**src/rtl/bp_be_hazard_tracker.sv**
```systemverilog
// Backend issue hazard tracker.
// Follows in-flight register writers through a short pipeline shadow and a
// scoreboard for late writers. From these it decides whether the instruction
// waiting in issue may dispatch this cycle.
//
// Handshake: dispatch_ok_o is a purely combinational "ready" toward issue.
// dispatch_v_i is the matching "valid" and may only be asserted in a cycle
// where dispatch_ok_o is high. Both are sampled at the rising edge of clk_i.
// The tracker still records a dispatch that breaks this rule, and the
// embedded assertion reports it in simulation.
module bp_be_hazard_tracker #(
    parameter int depth_p          = 4,
    parameter int num_rs_p         = 3,
    parameter int reg_addr_width_p = 5,
    parameter int cnt_width_p      = 32,
    localparam int tag_w_lp        = reg_addr_width_p + 1,
    localparam int rdy_w_lp        = $clog2(depth_p + 1)
) (
    input  logic                           clk_i,
    input  logic                           reset_n_i,
    input  logic                           flush_i,
    input  logic                           isd_v_i,
    input  logic [num_rs_p-1:0]            isd_rs_v_i,
    input  logic [num_rs_p*tag_w_lp-1:0]   isd_rs_tag_i,
    input  logic                           isd_rd_v_i,
    input  logic [tag_w_lp-1:0]            isd_rd_tag_i,
    input  logic                           struct_stall_i,
    input  logic                           dispatch_v_i,
    input  logic                           dispatch_rd_v_i,
    input  logic [tag_w_lp-1:0]            dispatch_rd_tag_i,
    input  logic [rdy_w_lp-1:0]            dispatch_ready_i,
    input  logic                           wb_clear_v_i,
    input  logic [tag_w_lp-1:0]            wb_clear_tag_i,
    output logic                           dispatch_ok_o,
    output logic                           raw_haz_o,
    output logic                           waw_haz_o,
    output logic                           sb_busy_o,
    output logic [cnt_width_p-1:0]         stall_cnt_o
);

    // A ready index equal to depth_p marks a late (scoreboarded) writer.
    localparam logic [rdy_w_lp-1:0] late_rdy_lp = rdy_w_lp'(depth_p);
    localparam int                  sb_size_lp  = 1 << tag_w_lp;

    logic [depth_p-1:0]                stage_v_q,   stage_v_d;
    logic [depth_p-1:0][tag_w_lp-1:0]  stage_tag_q, stage_tag_d;
    logic [depth_p-1:0][rdy_w_lp-1:0]  stage_rdy_q, stage_rdy_d;
    logic [sb_size_lp-1:0]             sb_q,        sb_d;
    logic [cnt_width_p-1:0]            stall_cnt_q, stall_cnt_d;

    logic                              dispatch_wr_v;
    logic                              stage_load_v;
    logic                              sb_set_v;
    logic [num_rs_p-1:0]               rs_raw;

    // Writes to x0 are never tracked, and a flush cancels this cycle's dispatch.
    assign dispatch_wr_v = dispatch_v_i & dispatch_rd_v_i
                         & (dispatch_rd_tag_i != '0) & ~flush_i;
    assign stage_load_v  = dispatch_wr_v & (dispatch_ready_i < late_rdy_lp);
    assign sb_set_v      = dispatch_wr_v & (dispatch_ready_i == late_rdy_lp);

    // Pipeline shadow: stage 0 takes the new writer and older entries move down one stage.
    always_comb begin
        stage_v_d   = '0;
        stage_tag_d = stage_tag_q;
        stage_rdy_d = stage_rdy_q;
        for (int s = 1; s < depth_p; s++) begin
            stage_v_d[s]   = stage_v_q[s-1] & ~flush_i;
            stage_tag_d[s] = stage_tag_q[s-1];
            stage_rdy_d[s] = stage_rdy_q[s-1];
        end
        stage_v_d[0]   = stage_load_v;
        stage_tag_d[0] = dispatch_rd_tag_i;
        stage_rdy_d[0] = dispatch_ready_i;
    end

    // Scoreboard update: the set is applied after the clear, so a same-tag set wins.
    always_comb begin
        sb_d = sb_q;
        if (wb_clear_v_i) begin
            sb_d[wb_clear_tag_i] = 1'b0;
        end
        if (sb_set_v) begin
            sb_d[dispatch_rd_tag_i] = 1'b1;
        end
    end

    // Per-source RAW: a stage holds a result that is not yet forwardable, or the scoreboard bit is set.
    always_comb begin
        rs_raw = '0;
        for (int k = 0; k < num_rs_p; k++) begin
            for (int s = 0; s < depth_p; s++) begin
                if (stage_v_q[s]
                    && (stage_tag_q[s] == isd_rs_tag_i[k*tag_w_lp +: tag_w_lp])
                    && (rdy_w_lp'(s) < stage_rdy_q[s])) begin
                    rs_raw[k] = 1'b1;
                end
            end
            if (sb_q[isd_rs_tag_i[k*tag_w_lp +: tag_w_lp]]) begin
                rs_raw[k] = 1'b1;
            end
            if (!isd_rs_v_i[k] || (isd_rs_tag_i[k*tag_w_lp +: tag_w_lp] == '0)) begin
                rs_raw[k] = 1'b0;
            end
        end
    end

    assign raw_haz_o     = |rs_raw;
    assign waw_haz_o     = isd_rd_v_i & (isd_rd_tag_i != '0) & sb_q[isd_rd_tag_i];
    assign dispatch_ok_o = ~(raw_haz_o | waw_haz_o | struct_stall_i | flush_i);
    assign sb_busy_o     = |sb_q;
    assign stall_cnt_o   = stall_cnt_q;

    // Stall counter: counts issue cycles that are blocked and holds at all-ones.
    always_comb begin
        stall_cnt_d = stall_cnt_q;
        if (isd_v_i && !dispatch_ok_o && !(&stall_cnt_q)) begin
            stall_cnt_d = stall_cnt_q + cnt_width_p'(1);
        end
    end

    // State registers with asynchronous clear.
    always_ff @(posedge clk_i or negedge reset_n_i) begin
        if (!reset_n_i) begin
            stage_v_q   <= '0;
            stage_tag_q <= '0;
            stage_rdy_q <= '0;
            sb_q        <= '0;
            stall_cnt_q <= '0;
        end else begin
            stage_v_q   <= stage_v_d;
            stage_tag_q <= stage_tag_d;
            stage_rdy_q <= stage_rdy_d;
            sb_q        <= sb_d;
            stall_cnt_q <= stall_cnt_d;
        end
    end

    // A dispatch is only legal while the tracker reports dispatch_ok_o.
    a_dispatch_legal: assert property (
        @(posedge clk_i) disable iff (!reset_n_i) dispatch_v_i |-> dispatch_ok_o
    );

endmodule

```
**config.mk**
```make
export PLATFORM = sky130hd
export DESIGN_NAME = bp_be_hazard_tracker
export DESIGN_NICKNAME = d
export VERILOG_FILES = /design/src/rtl/bp_be_hazard_tracker.sv
export SDC_FILE = /design/constraint.sdc
export NUM_CORES = 1
export LEC_CHECK = 0
export ABC_AREA = 1
export CORE_MARGIN = 4
export CORE_UTILIZATION = 44
export DETAILED_ROUTE_END_ITERATION = 12
export SYNTH_ARGS = -nofsm -noshare
export SYNTH_HDL_FRONTEND = slang
export SYNTH_SLANG_ARGS = --single-unit
```
**constraint.sdc**
```tcl
create_clock -name clk_i -period 5.23 [get_ports clk_i]
set_clock_uncertainty 0.05 [all_clocks]
set_input_delay 0.523 -clock clk_i [delete_from_list [all_inputs] [get_ports clk_i]]
set_output_delay 0.523 -clock clk_i [all_outputs]
set_load 0.02 [all_outputs]
```
== Word level (Yosys, flattened, before mapping) ==
Cells that the tools add are included.
Word-level totals
  bits in registers: 136
  output and inout bits: 36
  logic and storage cells: 131
Cells by class
  $lt $le $gt $ge: 13
  add/sub/neg operators: 1
  muxes and demuxes: 32
  equal/unequal tests: 13
  bitwise logic cells: 18
  reductions and logical operators: 43
Operator list (count)
  $mux W64: 2
  $eq A6 B6 Y1: 12
  $and A64 B64 Y64: 1
  $not A64 Y64: 1
  $or A64 B64 Y64: 1
  $reduce_or A64 Y1: 1
  $lt A6 B7 Y1 const B: 6
  $add A32 B1 Y32 const B: 1
  $reduce_and A32 Y1: 1
  $logic_and A1 B1 Y1: 28
  $bmux W1 S6: 4
  $mux W1: 24
  $logic_not A6 Y1: 3
  $demux W1 S6: 2
  $ge A6 B1 Y1 const B: 2
  $reduce_bool A6 Y1: 2
  $and A1 B1 Y1: 10
  $lt A1 B3 Y1 const A: 2
  $lt A2 B3 Y1 const A: 2
  $logic_not A1 Y1: 4
  $eq A3 B3 Y1 const B: 1
  $logic_or A1 B1 Y1: 3
  $lt A3 B3 Y1 const B: 1
  $or A1 B1 Y1: 3
  2 further kinds: 3

== Longest topological paths before layout ==
Gate-level depths: netlist of run 1.
  word-level depth: 15
  depth in mapped cells: 20
  gate-level depth less buffers: 17

== Least setup slack after synthesis of run 1 ==
No wires, ideal clock.
  path type: input -> output
  start point: in isd_rs_tag_i[6]
  end point: out dispatch_ok_o
  required time: 4.657 ns
  path buffers: 4
  data arrival time: 2.039 ns
  stages: 17
  setup slack: 2.618 ns
  cell sequence: buf_2 inv_2 buf_4 buf_4 nand2_1 nand3_1 nand3_1 nand3_1 nand2_1 nand3_1 nand3_1 nand2_1 nand2_1 nor2_2 nand2_4 buf_2 inv_1
Between the ends
  longest elaborated chain between the ends: 14
  elaborated cells between the ends (all ways): 27
RTL lines
  start, declared: line 24  | input logic [num_rs_p*tag_w_lp-1:0] isd_rs_tag_i,
  $eq A6 B6 Y1: line 94  | && (stage_tag_q[s] == isd_rs_tag_i[k*tag_w_lp +: tag_w_lp])
  $logic_and A1 B1 Y1: line 94
  $logic_and A1 B1 Y1: line 95  | && (rdy_w_lp'(s) < stage_rdy_q[s])) begin
  $mux W1 (4 in series): line 93  | if (stage_v_q[s]
  $mux W1: line 99  | if (sb_q[isd_rs_tag_i[k*tag_w_lp +: tag_w_lp]]) begin
  $mux W1 *: line 102  | if (!isd_rs_v_i[k] || (isd_rs_tag_i[k*tag_w_lp +: tag_w_lp] == '0)) begin
  $reduce_or A3 Y1 *: line 108  | assign raw_haz_o = |rs_raw;
  $or A1 B1 Y1 * (3 in series): line 110  | assign dispatch_ok_o = ~(raw_haz_o | waw_haz_o | struct_stall_i | flush_i);
  $not A1 Y1 *: line 110
  end, declared: line 34  | output logic dispatch_ok_o,
Mark *: on every way between the ends. The rest lies on a longest branch, timed or not. The select of a mux whose other input is x is not followed.

== Worst setup path after layout of run 1 ==
Same ends and word-level chain as after synthesis.

==> results.py, run 1 <==
metrics = {
    "sta": {
        "final_number_of_hold_violating_endpoints": 0,
        "fmax_ghz": 0.2521,
        "finalSetupViolations": 0,
        "worstMarginPinSlew_ps": 1001,
        "fin_crit_sh_pct": 75.85,
        "tns_ps": 0,
        "timing.max_slew.rel_slack_pct": 33.26,
        "post-route-min-period_ps": 3967,
        "unrepaired_setup_endpoints_after_global_routing": "no",
        "final_max_slew_viol_count": 0,
    },
    "worst_setup_path": {
        "worstPathArrival_ps": 3390,
        "kind_of_critical_path": "in -> out",
        "cp_data_required_time_ps": 4660,
        "r2r_start": "sb_q[0]$_DFF_PN0_",
        "start_kind": "primary input",
        "timing.critical_path.cells": "clkdlybuf4s50_1, buf_4, o21ai_0, nand2_1, nand3_1, nor2_1, nand2_1, nand3_1, nand3_1, nand2_1, nand2_1, nor2_2, nand2_4, inv_1, clkdlybuf4s50_1",
        "worst_path_max_delay_cell": "clkdlybuf4s50_1",
        "timing.critical_path.from": "isd_rs_tag_i[6]",
        "worst_path_most_repeated_cell": "nand2_1",
        "slowest_delay_ps": 600,
        "cp-end-kind": "output pin",
        "critical_path.max_fanout": 42,
    },
    "job": {
        "max_cap_violations": 0,
    },
    "pwr": {
        "power.density_cell_area_nw_per_um2": 251.4,
        "power.leakage_nw": 5.305,
        "post-layout-total-power_mw": 2.852,
        "peakVddDrop_uv": 251.7,
    },
    "floorplanning": {
        "num_io_pins": 87,
        "placementRows": 54,
        "die_footprint_um2": 24800,
        "vert_die_dim_um": 157.5,
        "design.core.area_um2": 21890,
        "initial_core_util_pct": 44.91,
        "floorplan.die.width_um": 157.5,
    },
    "synthesis": {
        "synth_top_cells_by_area": "dfrtp_1 (34%), nand2_1 (17%), o21ai_0 (8.2%)",
        "number_of_distinct_library_cells_after_synthesis": 37,
        "syn-cell-area_um2": 9832,
        "asyncSetResetFlopFracSynth_pct": 100.0,
        "synth.largest_area_cell": "dfrtp_1",
        "postSynth.topFlopCell": "dfrtp_1",
        "synth_fp_nets": 1561,
        "synth.avg_cell_area_um2": 6.516,
        "yosysSeqAreaShare_pct": 34.11,
        "synth-edff-count": 0,
        "yosysTopAreaCellShare_pct": 34.11,
        "synthesis.instances": 1509,
        "yosys_register_bits": 134,
        "ys.warnings.count": 0,
    },
    "clock_network": {
        "number_of_buffers_added_to_fix_hold_violations_after_cts": 0,
        "clkSlewWorstSetupHoldPaths_ps": 70,
        "clock_tree_from_tritoncts": "built",
        "clock_insertion_delay_at_the_later_pin_of_the_skew_report_ps": 430,
        "cts-htree-levels": 4,
        "cts_buffers": 17,
        "cts-root-buf": "clkbuf_16",
        "postCtsSetupRepairBufs": 0,
        "cts_resized": 0,
        "clk_path_buf_depth": 2,
        "clock_sinks": 134,
    },
    "routing": {
        "post_drt_wl_per_cell_um": 20.33,
        "via_count": 10720,
        "detail_route.wirelength_mm": 37.65,
        "drt_first_iter_violations": 1223,
        "drt-vias-per-instance": 5.787,
        "drt_first_pass_iters": 5,
        "post-route-drc-count": 0,
        "remaining_antenna_violation_count_after_routing": 0,
    },
    "global_routing": {
        "grt_pass1_vias": 10020,
        "pin_count_of_the_biggest_net_entering_global_routing": 80,
        "grt_pass1_wl_mm": 58.35,
        "global_route.usage.total_pct": 30.40,
        "initial_antenna_violation_count": 0,
        "grt-ovfl-total": 0,
    },
    "finish": {
        "layout-drive-gt1-share_pct": 4.071,
        "layout.cells.most_common_list": "nand2_1 (451), o21ai_0 (162), inv_1 (161)",
        "layout.nets": 1611,
        "synthToLayoutAreaGrowth_pct": 15.36,
        "num_antenna_cells": 0,
        "final_common_cell": "nand2_1",
    },
    "run_status": {
        "outcome": "finished clean",
    },
    "placement": {
        "global_placement_routability_congestion": 1.024,
        "hpwlAfterDp_mm": 27.65,
        "numPortBuffers": 86,
    },
    "hold_path": {
        "hp-class": "in -> async",
    },
}
layer usage:
layer / vias to the layer above / part of all wire (%) / global-route usage, %
li1: 5100 / - / -
met1: 5030 / 45 / 45.99
met2: 513 / 43 / 44.45
met3: 74 / 8.9 / 4.207
met4: 0 / 2.8 / 10.53
met5: - / 0 / 0
synthesized netlist by cell type (3+ instances only):
master,count
xnor2_1,18
o21ai_1,6
nor2_1,92
nand4_1,73
o22ai_1,3
inv_1,161
inv_2,9
nor4_1,10
buf_2,46
buf_6,4
dfrtp_1,134
nor3_1,36
nand3_1,154
o21ai_0,162
buf_4,6
a21oi_1,45
clkbuf_1,9
xor2_1,41
o211ai_1,30
nand2_1,451
final timing paths:
kind,endpoint,slack [ps],cells past startpoint
min in group clk_i,stage_rdy_d[9]$_DFF_PN0_,310,0
worst min register to register,stage_rdy_d[9]$_DFF_PN0_,310,0
worst max register to register,stall_cnt_o[3]$_DFFE_PN0P_,2280,16
max in group asynchronous,stage_tag_d[18]$_DFF_PN0_,3780,2
worst min-delay path,sb_q[4]$_DFF_PN0_,60,1
worst max-delay path,dispatch_ok_o,1260,15
registers in the layout, indices dropped and copies added (netlist names):
register and count:
sb_q 64, stage_rdy_d 9, stage_rdy_q 1, stage_tag_d 18, stage_tag_q 6, stage_v_q 4, stall_cnt_o 32
layout make-up:
type | count | area [um^2]
fillers | 2301 | 10550
multi-input cells | 1135 | 5464
flip-flops and latches | 134 | 3353
repair buffers | 99 | 954.7
inverters | 172 | 648.1
clock buffers | 18 | 429.2
well taps | 280 | 350.3
clock inverters | 14 | 142.6
power by group:
group          internal [mW]  total (mW)  switching, mW
Clock                  0.670        1.18          0.509
Combinational          0.190       0.541          0.351
Sequential              1.07        1.13         0.0567
critical path: cells and delay by family:
family	cells	cell delay [ps]
AO/OA/AOI/OAI	1	350
AND/OR/NAND/NOR	10	930
buffers and inverters	4	1570
through the flow:
step | hold WS (ps) | setup WS (ps) | instance area, um^2 | instances | util, %
finish | 63.16 | 1263 | 11340 | 1852 | 51.81
global route | 140.9 | 1003 | 11340 | 1852 | 51.81
CTS | 117.3 | 1282 | 11340 | 1852 | 51.81
detailed placement | 297.1 | 1286 | 10770 | 1820 | 49.20
global placement | 284.9 | 1288 | 10770 | 1820 | 49.20
floorplan | 177.4 | 2618 | 9832 | 1509 | -
cells by family (layout without fill, tap and decap cells):
kind of cell	after synthesis	after routing	synth area share [%]
compound gates	248	248	13.46
xor+xnor	59	59	5.256
fa+ha+maj	1	1	0.1272
buf+inv	240	303	10.32
flops	134	134	34.11
simple gates	827	827	36.73
Power figures use the tool's default switching activity.
==> run 2: changes to the inputs <==
PLACE_DENSITY = 0.66   (was default)
clock period = 3.5 ns   (was 5.23 ns; I/O delays follow)
==> run 2 against run 1 <==
Wire length fell by 3.7%. Register-to-register slack lost 1500 ps. Largest power group unchanged. First-iteration DRC count grew 5.4%. Non-clock buffer count grew 42. Die area did not move. Worst hold slack better by 240 ps. Cell area rose by 4.2%. Sequential power rose by 50%. Power up 54%. Via count grew 2.4%. Sequential share of layout area down 1.2 points.
==> results.py, run 2 (same netlist as run 1, synthesis figures left out) <==
metrics = {
    "floorplanning": {
        "placementRows": 54,
        "floorplan.die.width_um": 157.5,
        "num_io_pins": 87,
        "initial_core_util_pct": 44.91,
        "design.core.area_um2": 21890,
        "vert_die_dim_um": 157.5,
        "die_footprint_um2": 24800,
    },
    "routing": {
        "post-route-drc-count": 0,
        "detailroute.wirelength.met2_mm": 15.57,
        "detail_route.wirelength_mm": 36.24,
        "drt_first_iter_violations": 1289,
        "via_count": 10970,
        "drt-vias-per-instance": 5.793,
        "route.top_layer_used": "met4",
        "drt_first_pass_iters": 8,
        "routedLengthMet1_mm": 15.86,
        "remaining_antenna_violation_count_after_routing": 0,
        "post_drt_wl_per_cell_um": 19.13,
        "met3_length_mm": 3.725,
    },
    "worst_setup_path": {
        "worst_r2r_path_depth": 16,
        "critical_path.max_fanout": 24,
        "kind_of_critical_path": "in -> out",
        "cp-end-kind": "output pin",
        "r2r_start": "sb_q[48]$_DFF_PN0_",
        "worstPathArrival_ps": 2760,
        "worst-r2r-setup-slack_ps": 740,
        "worst_flop_to_flop_path_endpoint": "stall_cnt_o[19]$_DFFE_PN0P_",
        "start_kind": "primary input",
        "cp_data_required_time_ps": 3100,
    },
    "sta": {
        "unrepaired_setup_endpoints_after_global_routing": "no",
        "fin_crit_sh_pct": 90.40,
        "timing.max_slew.rel_slack_pct": 40.53,
        "worstMarginPinSlew_ps": 889.3,
        "final_max_slew_viol_count": 0,
        "final_number_of_hold_violating_endpoints": 0,
        "tns_ps": 0,
        "fmax_ghz": 0.3160,
        "post-route-min-period_ps": 3164,
        "final.setup.worst_slack_ps": 335.9,
        "finalSetupViolations": 0,
    },
    "global_routing": {
        "grt_pass1_wl_mm": 57.01,
        "initial_antenna_violation_count": 0,
        "global_route.usage.total_pct": 29.33,
        "grt_pass1_vias": 10210,
        "grt-ovfl-total": 0,
        "pin_count_of_the_biggest_net_entering_global_routing": 71,
    },
    "finish": {
        "layout.nets": 1653,
        "synthToLayoutAreaGrowth_pct": 20.21,
        "layout-drive-gt1-share_pct": 6.568,
        "max_flop_register": "sb_q",
        "largest_register_ffs": 64,
        "num_antenna_cells": 0,
        "final_cells": 1894,
        "layout.cells.most_common_list": "nand2_1 (451), o21ai_0 (162), inv_1 (161)",
        "final_common_cell": "nand2_1",
        "utilization_pct": 53.99,
    },
    "clock_network": {
        "cts-root-buf": "clkbuf_16",
        "clock_tree_from_tritoncts": "built",
        "clock_sinks": 134,
        "cts-htree-levels": 4,
        "clkSlewWorstSetupHoldPaths_ps": 60,
        "clock_insertion_delay_at_the_later_pin_of_the_skew_report_ps": 430,
        "cts_buffers": 17,
        "postCtsSetupRepairBufs": 0,
        "clk_path_buf_depth": 2,
    },
    "placement": {
        "dp_cells": 1861,
        "global_placement_routability_congestion": 0.9571,
        "hpwlAfterDp_mm": 27.47,
        "place_ws_ps": 90.43,
        "numPortBuffers": 86,
    },
    "hold_path": {
        "hold-path-endpoint": "stage_rdy_d[9]$_DFF_PN0_",
        "min_path_cells": 0,
        "worstHoldStart": "stage_rdy_d[6]$_DFF_PN0_",
        "hp-class": "reg -> reg",
    },
    "pwr": {
        "power.leakage_nw": 5.594,
        "power.density_cell_area_nw_per_um2": 370.7,
        "post-layout-total-power_mw": 4.381,
        "peakVddDrop_uv": 330.2,
    },
    "run_status": {
        "outcome": "finished clean",
    },
    "job": {
        "max_cap_violations": 0,
    },
}
==> run 2: cell count changes in the layout (fill, tap and decap cells not counted), moves of 2 or more <==
cell / delta
inv_2: -2
dlymetal6s2s_1: +2
clkinvlp_4: -2
inv_8: -3
clkinv_4: +4
buf_4: +32
inv_6: +2
clkdlybuf4s50_1: -2
buf_12: +9
==> run 2: metrics by stage <==
stage	hold slack [ps]	area [um^2]
CTS	313.1	11800
global placement	284.6	11190
finish	305.5	11820
floorplan	4.409	9832
detailed placement	299.0	11190
global route	313.3	11820
==> run 2: final cells by class <==
| cell class | count | area, um^2 |
|---|---|---|
| inverters | 172 | 654.4 |
| multi-input cells | 1135 | 5469 |
| clock buffers | 18 | 439.2 |
| clock inverters | 14 | 162.7 |
| repair buffers | 141 | 1390 |
| flip-flops and latches | 134 | 3353 |
| well taps | 280 | 350.3 |
| fillers | 2203 | 10070 |
==> run 2: what timing repair did <==
item,in CTS,in global routing
gates resized for setup,0,6
hold endpoints to repair,69,0
hold buffers,1,0
endpoints found under the setup margin,0,2
==> run 2: critical path: stages <==
cell and delay, ps:
clkdlybuf4s50_1 510, buf_12 180, clkinv_1 250, a21oi_1 180, o21ai_1 90, nand3_1 70, nand3_1 70, nand3_1 80
nand3_1 90, nand2_1 160, nand2_1 70, inv_1 50, clkdlybuf4s50_1 600
==> run 2: metal layers <==
metal,vias to the layer above,global-route usage [%]
met3,89,7.011
met2,574,42.91
li1,5179,-
met5,-,0
met1,5129,43.10
met4,0,8.849
==> run 2: power breakdown <==
| group | switching, mW | internal [mW] |
|---|---|---|
| Sequential | 0.0799 | 1.61 |
| Combinational | 0.535 | 0.329 |
| Clock | 0.744 | 1.09 |
| Total | 1.36 | 3.02 |
==> run 2: how the worst max path moves through the flow <==
stage	to	cells past startpoint	startpoint	slack, ps
2_1_floorplan	dispatch_ok_o	17	isd_rs_tag_i[6]	1230
3_3_place_gp	dispatch_ok_o	18	isd_rs_tag_i[12]	90
3_5_place_dp	dispatch_ok_o	18	isd_rs_tag_i[12]	90
4_1_cts	dispatch_ok_o	18	isd_rs_tag_i[12]	70
5_1_grt	stall_cnt_o[19]$_DFFE_PN0P_	18	isd_rs_tag_i[6]	120
6_report	waw_haz_o	13	isd_rd_tag_i[1]	340
